### config.mk
export PLATFORM = sky130hd
export DESIGN_NAME = pipeline_controller
export DESIGN_NICKNAME = d
export VERILOG_FILES = /design/src/rtl/pipeline_controller_pkg.sv /design/src/rtl/pipeline_controller_sat_counter.sv /design/src/rtl/pipeline_controller.sv
export SDC_FILE = /design/constraint.sdc
export NUM_CORES = 1
export LEC_CHECK = 0
export ABC_AREA = 1
export ABC_CLOCK_PERIOD_IN_PS = 2800
export CAP_MARGIN = 20
export CORE_MARGIN = 2
export CORE_UTILIZATION = 45
export DETAILED_ROUTE_END_ITERATION = 6
export PLACE_DENSITY = 0.81
export SLEW_MARGIN = 20
export SYNTH_ARGS = -nofsm -noshare
export SYNTH_HDL_FRONTEND = slang
export SYNTH_SLANG_ARGS = --single-unit
### constraint.sdc
create_clock -name clk -period 2.8 [get_ports clk]
set_input_delay 0.56 -clock clk [delete_from_list [all_inputs] [get_ports clk]]
set_output_delay 0.56 -clock clk [all_outputs]
set_load 0.1 [all_outputs]
### src/rtl/pipeline_controller_pkg.sv
`default_nettype none
// ============================================================================
// pipeline_controller_pkg : shared FSM encodings and defaults for the
//                           pipeline controller.                 rev 1.0
// ============================================================================
package pipeline_controller_pkg;

    typedef enum logic {
        ST_RUN    = 1'b0,
        ST_MULDIV = 1'b1
    } state_e;

    localparam int DEFAULT_MULDIV_LAT = 4;
    localparam int MD_CNT_W           = 8;

endpackage
`default_nettype wire

### src/rtl/pipeline_controller_sat_counter.sv
`default_nettype none
// ============================================================================
// sat_counter : W-bit up counter with enable that sticks at all-ones.
//                                                                rev 1.0
// ============================================================================
module sat_counter #(
    parameter int W = 32
) (
    input  logic         clk,
    input  logic         reset_n,
    input  logic         en,
    output logic [W-1:0] count
);

    always_ff @(posedge clk or negedge reset_n) begin
        if (!reset_n) begin
            count <= '0;
        end else if (en && !(&count)) begin
            count <= count + W'(1);
        end
    end

endmodule
`default_nettype wire

### src/rtl/pipeline_controller.sv
`default_nettype none
// ============================================================================
// pipeline_controller : stall/flush/bubble control for a 5-stage pipeline
//                       with a multi-cycle mult/div unit in EX.  rev 1.0
// ============================================================================
module pipeline_controller
    import pipeline_controller_pkg::*;
#(
    parameter int MULDIV_LAT = DEFAULT_MULDIV_LAT,
    parameter int CNT_W      = 32
) (
    input  logic             clk,
    input  logic             reset_n,
    input  logic             hz_stall,
    input  logic             branch_taken,
    input  logic             muldiv_start,
    input  logic             mem_access,
    input  logic             dmem_ready,
    input  logic             imem_ready,
    output logic             pc_write,
    output logic             ifid_write,
    output logic             idex_write,
    output logic             exmem_write,
    output logic             ifid_flush,
    output logic             idex_bubble,
    output logic             exmem_bubble,
    output logic             memwb_bubble,
    output logic             state,
    output logic [CNT_W-1:0] stall_count,
    output logic [CNT_W-1:0] flush_count
);

    localparam logic                MULDIV_EN = (MULDIV_LAT > 1);
    // The entry cycle and the retire cycle are both part of the op's EX time.
    localparam logic [MD_CNT_W-1:0] CNT_LOAD  =
        MULDIV_EN ? MD_CNT_W'(MULDIV_LAT - 2) : '0;

    state_e              cur_state;
    logic [MD_CNT_W-1:0] cnt;

    logic mem_stall;
    logic muldiv_stall;
    logic branch_cyc;

    assign mem_stall    = mem_access & ~dmem_ready;
    assign muldiv_stall = ((cur_state == ST_RUN) & muldiv_start & MULDIV_EN) |
                          ((cur_state == ST_MULDIV) & (cnt != '0));
    assign branch_cyc   = reset_n & ~mem_stall & ~muldiv_stall & branch_taken;
    assign state        = cur_state;

    always_comb begin
        pc_write     = 1'b0;
        ifid_write   = 1'b0;
        idex_write   = 1'b0;
        exmem_write  = 1'b0;
        ifid_flush   = 1'b0;
        idex_bubble  = 1'b0;
        exmem_bubble = 1'b0;
        memwb_bubble = 1'b0;
        if (!reset_n) begin
            ifid_flush   = 1'b1;
            idex_bubble  = 1'b1;
            exmem_bubble = 1'b1;
            memwb_bubble = 1'b1;
        end else if (mem_stall) begin
            memwb_bubble = 1'b1;
        end else if (muldiv_stall) begin
            exmem_write  = 1'b1;
            exmem_bubble = 1'b1;
        end else if (branch_taken) begin
            pc_write    = 1'b1;
            ifid_write  = 1'b1;
            idex_write  = 1'b1;
            exmem_write = 1'b1;
            ifid_flush  = 1'b1;
            idex_bubble = 1'b1;
        end else if (hz_stall) begin
            idex_write  = 1'b1;
            exmem_write = 1'b1;
            idex_bubble = 1'b1;
        end else if (!imem_ready) begin
            ifid_write  = 1'b1;
            idex_write  = 1'b1;
            exmem_write = 1'b1;
            ifid_flush  = 1'b1;
        end else begin
            pc_write    = 1'b1;
            ifid_write  = 1'b1;
            idex_write  = 1'b1;
            exmem_write = 1'b1;
        end
    end

    // A memory stall freezes the mult/div countdown along with the pipe.
    always_ff @(posedge clk or negedge reset_n) begin
        if (!reset_n) begin
            cur_state <= ST_RUN;
            cnt       <= '0;
        end else begin
            case (cur_state)
                ST_RUN: begin
                    if (muldiv_start && !mem_stall && MULDIV_EN) begin
                        cur_state <= ST_MULDIV;
                        cnt       <= CNT_LOAD;
                    end
                end
                ST_MULDIV: begin
                    if (!mem_stall) begin
                        if (cnt == '0) begin
                            cur_state <= ST_RUN;
                        end else begin
                            cnt <= cnt - MD_CNT_W'(1);
                        end
                    end
                end
            endcase
        end
    end

    sat_counter #(.W(CNT_W)) u_stall_cnt (
        .clk     (clk),
        .reset_n (reset_n),
        .en      (reset_n & ~pc_write),
        .count   (stall_count)
    );

    sat_counter #(.W(CNT_W)) u_flush_cnt (
        .clk     (clk),
        .reset_n (reset_n),
        .en      (branch_cyc),
        .count   (flush_count)
    );

endmodule
`default_nettype wire

==> results.md <==
- Status: finished, final reports clean
- Period utilization: 93.54%
- Post-Synth XOR/XNOR Area: 5.500%
- Post-Synth Adder-Cell Area: 0.9524%
- Hold Path Class: input pin to asynchronous set/reset pin
- R2r worst-path depth: 10
- Number of distinct library cells after synthesis: 35
- Post-cts resize count: 0
- Worst-Margin Slew: 0.5426 ns
- Final worst setup slack: 0.1809 ns
- Vias per cell: 5.033
- Grt total ovfl: 0
- Layout fillers: 1129
- Worst path arrival time: 2.06 ns
- Commonest non-fill, non-tap cell in the layout: nand2_1
- CP max-delay cell: dfrtp_1
- TritonCTS clock tree: built
- Deepest clock path buffer count: 2
- VDD IR-drop max: 0.8458 mV
- Synth top area cells: dfrtp_1, nand2_1, nor2_1, nand4_1, inv_1
- Post-layout net count: 885
- Antenna cells: 0
- Synth area leader: dfrtp_1
- Initial DRC Count: around 350
- Cell internal pwr: 2.312 mW
- Unrepaired setup endpoints after global routing: false
- Clk root buf: clkbuf_16
- Cell area after synthesis: around 5300 sq um
- Critical path's largest stage delay: 0.36 ns
- HPWL Detailed: 9795 microns
- Die extent in x: 112.1 microns
- Antenna Violating Nets Remaining: 0
- Main combinational cell family by area after synthesis: simple AND/OR/NAND/NOR gates
- CTS Hold Bufs: 0
- Peak Freq: 381.8 MHz
- Yosys synthesis warning count: 0
- Flop pwr share: between 30% and 40%
- Starting Density: 46.02%
- Share of cells above drive strength 1: 16.69%
- Core ar.: about 11000 sq um
- 1st-pass router iterations: 5
- Post-synthesis mux area share: 0%
- Post-place setup slack: 0.2816 ns
- Die area: 12560 sq um
- Syn_area_per_cell: 6.635 sq um
- Setup bufs post-CTS: 0
- Sw power: 1.949 mW
- Routed WL: between 10000 and 15000 microns
- Post-synthesis net count: 804
- Global-route wire length before repair: 22940 microns
- Post-Syn Instances: about 790
- GRT Util Overall: 22.43%
- Max_slew headroom: a little under two thirds
- Hold_ws: 0.2758 ns
- CP Max Fanout: 7
- Skew final: between 0.005 and 0.006 ns
- Clock Latency Late Sink: between 0.3 and 0.4 ns
- Critical Path Most Common Cell: nand2_1
- DRC Markers: 0
- Vert. Die Dim: 112.1 microns
- Most frequent cells in the layout: nand2_1, nor2_1, dfrtp_1
- Critical path, cell by cell: inv_1, ha_1, nand2_1, o21ai_4, nand2_1, nor2_1, o21ai_0, nand2_1, buf_12
- Final setup fails: 0
- Setup total negative slack: 0 ns
- Antenna violations before repair: 0
- Hold Fails Final Rpt: 0
- Post-Synth Simple-Gate Area: 48.95%
- Final Util: 55.97%
- Critical Path RT: around 2.2 ns
- Syn-to-layout area delta: 21.62%
- Largest net degree at the start of global routing: about 110
- Leakage power: roughly 3.1 nW
- H-tree levels: 3
- Crit path launch type: flop
- Fin crit period: 2.619 ns
- Port Buf Inserts: 80
- Post-synth top area share: 34.76%
- Num ports: 81
- Vias in the first global route: 4847
- Seq/Total Area, Yosys: 34.76%
- PD cells: 666.8 nW/um^2
- FF+latch count, synth: between 70 and 80
- Vias: 5124
- Synth Area in Compound Gates: 2.405%
- Total power: 4.261 mW
- Worst-path clk slew: 0.05 ns
- # clock sinks: 73
- WS Path Type: flop to primary output
- Num CTS Buffers: 9
- Critical path capture point type: primary output
- Rows: 39
- Slew Viols, Final: 0
- Switching share of total power: 45.74%
- Combinational power share: 42.2%
- RD Place Congestion: 0.9075
- Clk network pwr share: ~25%
- Max-cap violation count: 0
- Drt wl/cell: ~13 microns
[synthesized netlist by cell type]
| library cell | n |
|---|---|
| nand2_1 | 348 |
| nor2_1 | 103 |
| dfrtp_1 | 73 |
| inv_1 | 60 |
| nand4_1 | 37 |
| nand3_1 | 35 |
| nand2_2 | 25 |
| xor2_1 | 20 |
| xnor2_1 | 13 |
| nor3_1 | 11 |
| o21ai_0 | 11 |
| clkbuf_1 | 6 |
| nand3b_1 | 5 |
| buf_6 | 4 |
| ha_1 | 4 |
| nor2_2 | 4 |
| o21ai_2 | 4 |
| buf_12 | 3 |
| buf_2 | 3 |
| nor2_8 | 3 |
| inv_2 | 2 |
| nand2_4 | 2 |
| nand3_2 | 2 |
| nand4_4 | 2 |
| nor2_4 | 2 |
| a21oi_1 | 1 |
| a22oi_1 | 1 |
| and2_1 | 1 |
| and2b_1 | 1 |
| buf_1 | 1 |
| buf_4 | 1 |
| clkinv_1 | 1 |
| nand3_4 | 1 |
| o211ai_1 | 1 |
| o21ai_4 | 1 |
[final cells by class]
type	instances	area, sq um	share of cell area [%]
tap	143	178.9	2.800
sequential	73	1828	28.60
clock buffer	13	270.3	4.229
inverter	63	236.5	3.700
multi-input combinational	638	3064	47.94
timing repair buffer	88	813.3	12.73
[metal layers]
layer  vias up  part of all wire [%]  GRT usage, %
met3        26                   4.8         4.698
met1      2327                    46         29.47
met5         -                     0             0
met2       126                    47         36.69
met4         0                   2.2         8.537
li1       2645                     -             -
[stage by stage]
| step | std cells | cell area [sq um] |
|---|---|---|
| floorplan | 792 | 5283 |
| CTS | 1018 | 6391 |
| detailed placement | 1005 | 6121 |
| finish | 1018 | 6391 |
| global route | 1018 | 6391 |
| global placement | 1005 | 6121 |
[sequential cells by signal (all words and copies together) (netlist names)]
| name | flops |
|---|---|
| state | 1 |
| u_stall_cnt.count | 32 |
| cnt | 8 |
| u_flush_cnt.count | 32 |
[logic make-up after synthesis]
| logic type | after synthesis |
|---|---|
| simple gates | 582 |
| flops | 73 |
| fa+ha+maj | 4 |
| xor+xnor | 33 |
| compound gates | 19 |
| buf+inv | 81 |
[final timing paths]
check,startpoint,endpoint,slack (ns)
worst min register to register,cnt[6],cnt[6],0.55
min in group clk,cnt[6],cnt[6],0.55
worst max-delay path,cnt[0],idex_bubble,0.18
worst max register to register,u_stall_cnt.count[0],u_stall_cnt.count[10],0.59
max in group asynchronous,reset_n,cnt[7],2.11
worst min-delay path,reset_n,state,0.28
[critical path, delay by kind of cell (launching register included)]
kind                       cells  cell delay (ns)
adders and majority gates      1             0.18
and+or+nand+nor                4             0.44
DFF                            1             0.36
buffers and inverters          2             0.36
AOI/OAI and AO/OA              2             0.36
[power by group through the flow]
stage               combinational (mW)  sequential, mW  clock [mW]
finish                            1.80            1.38        1.08
global route                      1.93            1.40        1.15
floorplan                        0.788            1.98           0
global placement                  1.78            1.39           0
detailed placement                1.80            1.39           0
CTS                               1.81            1.38        1.11
Power figures use the tool's default switching activity.
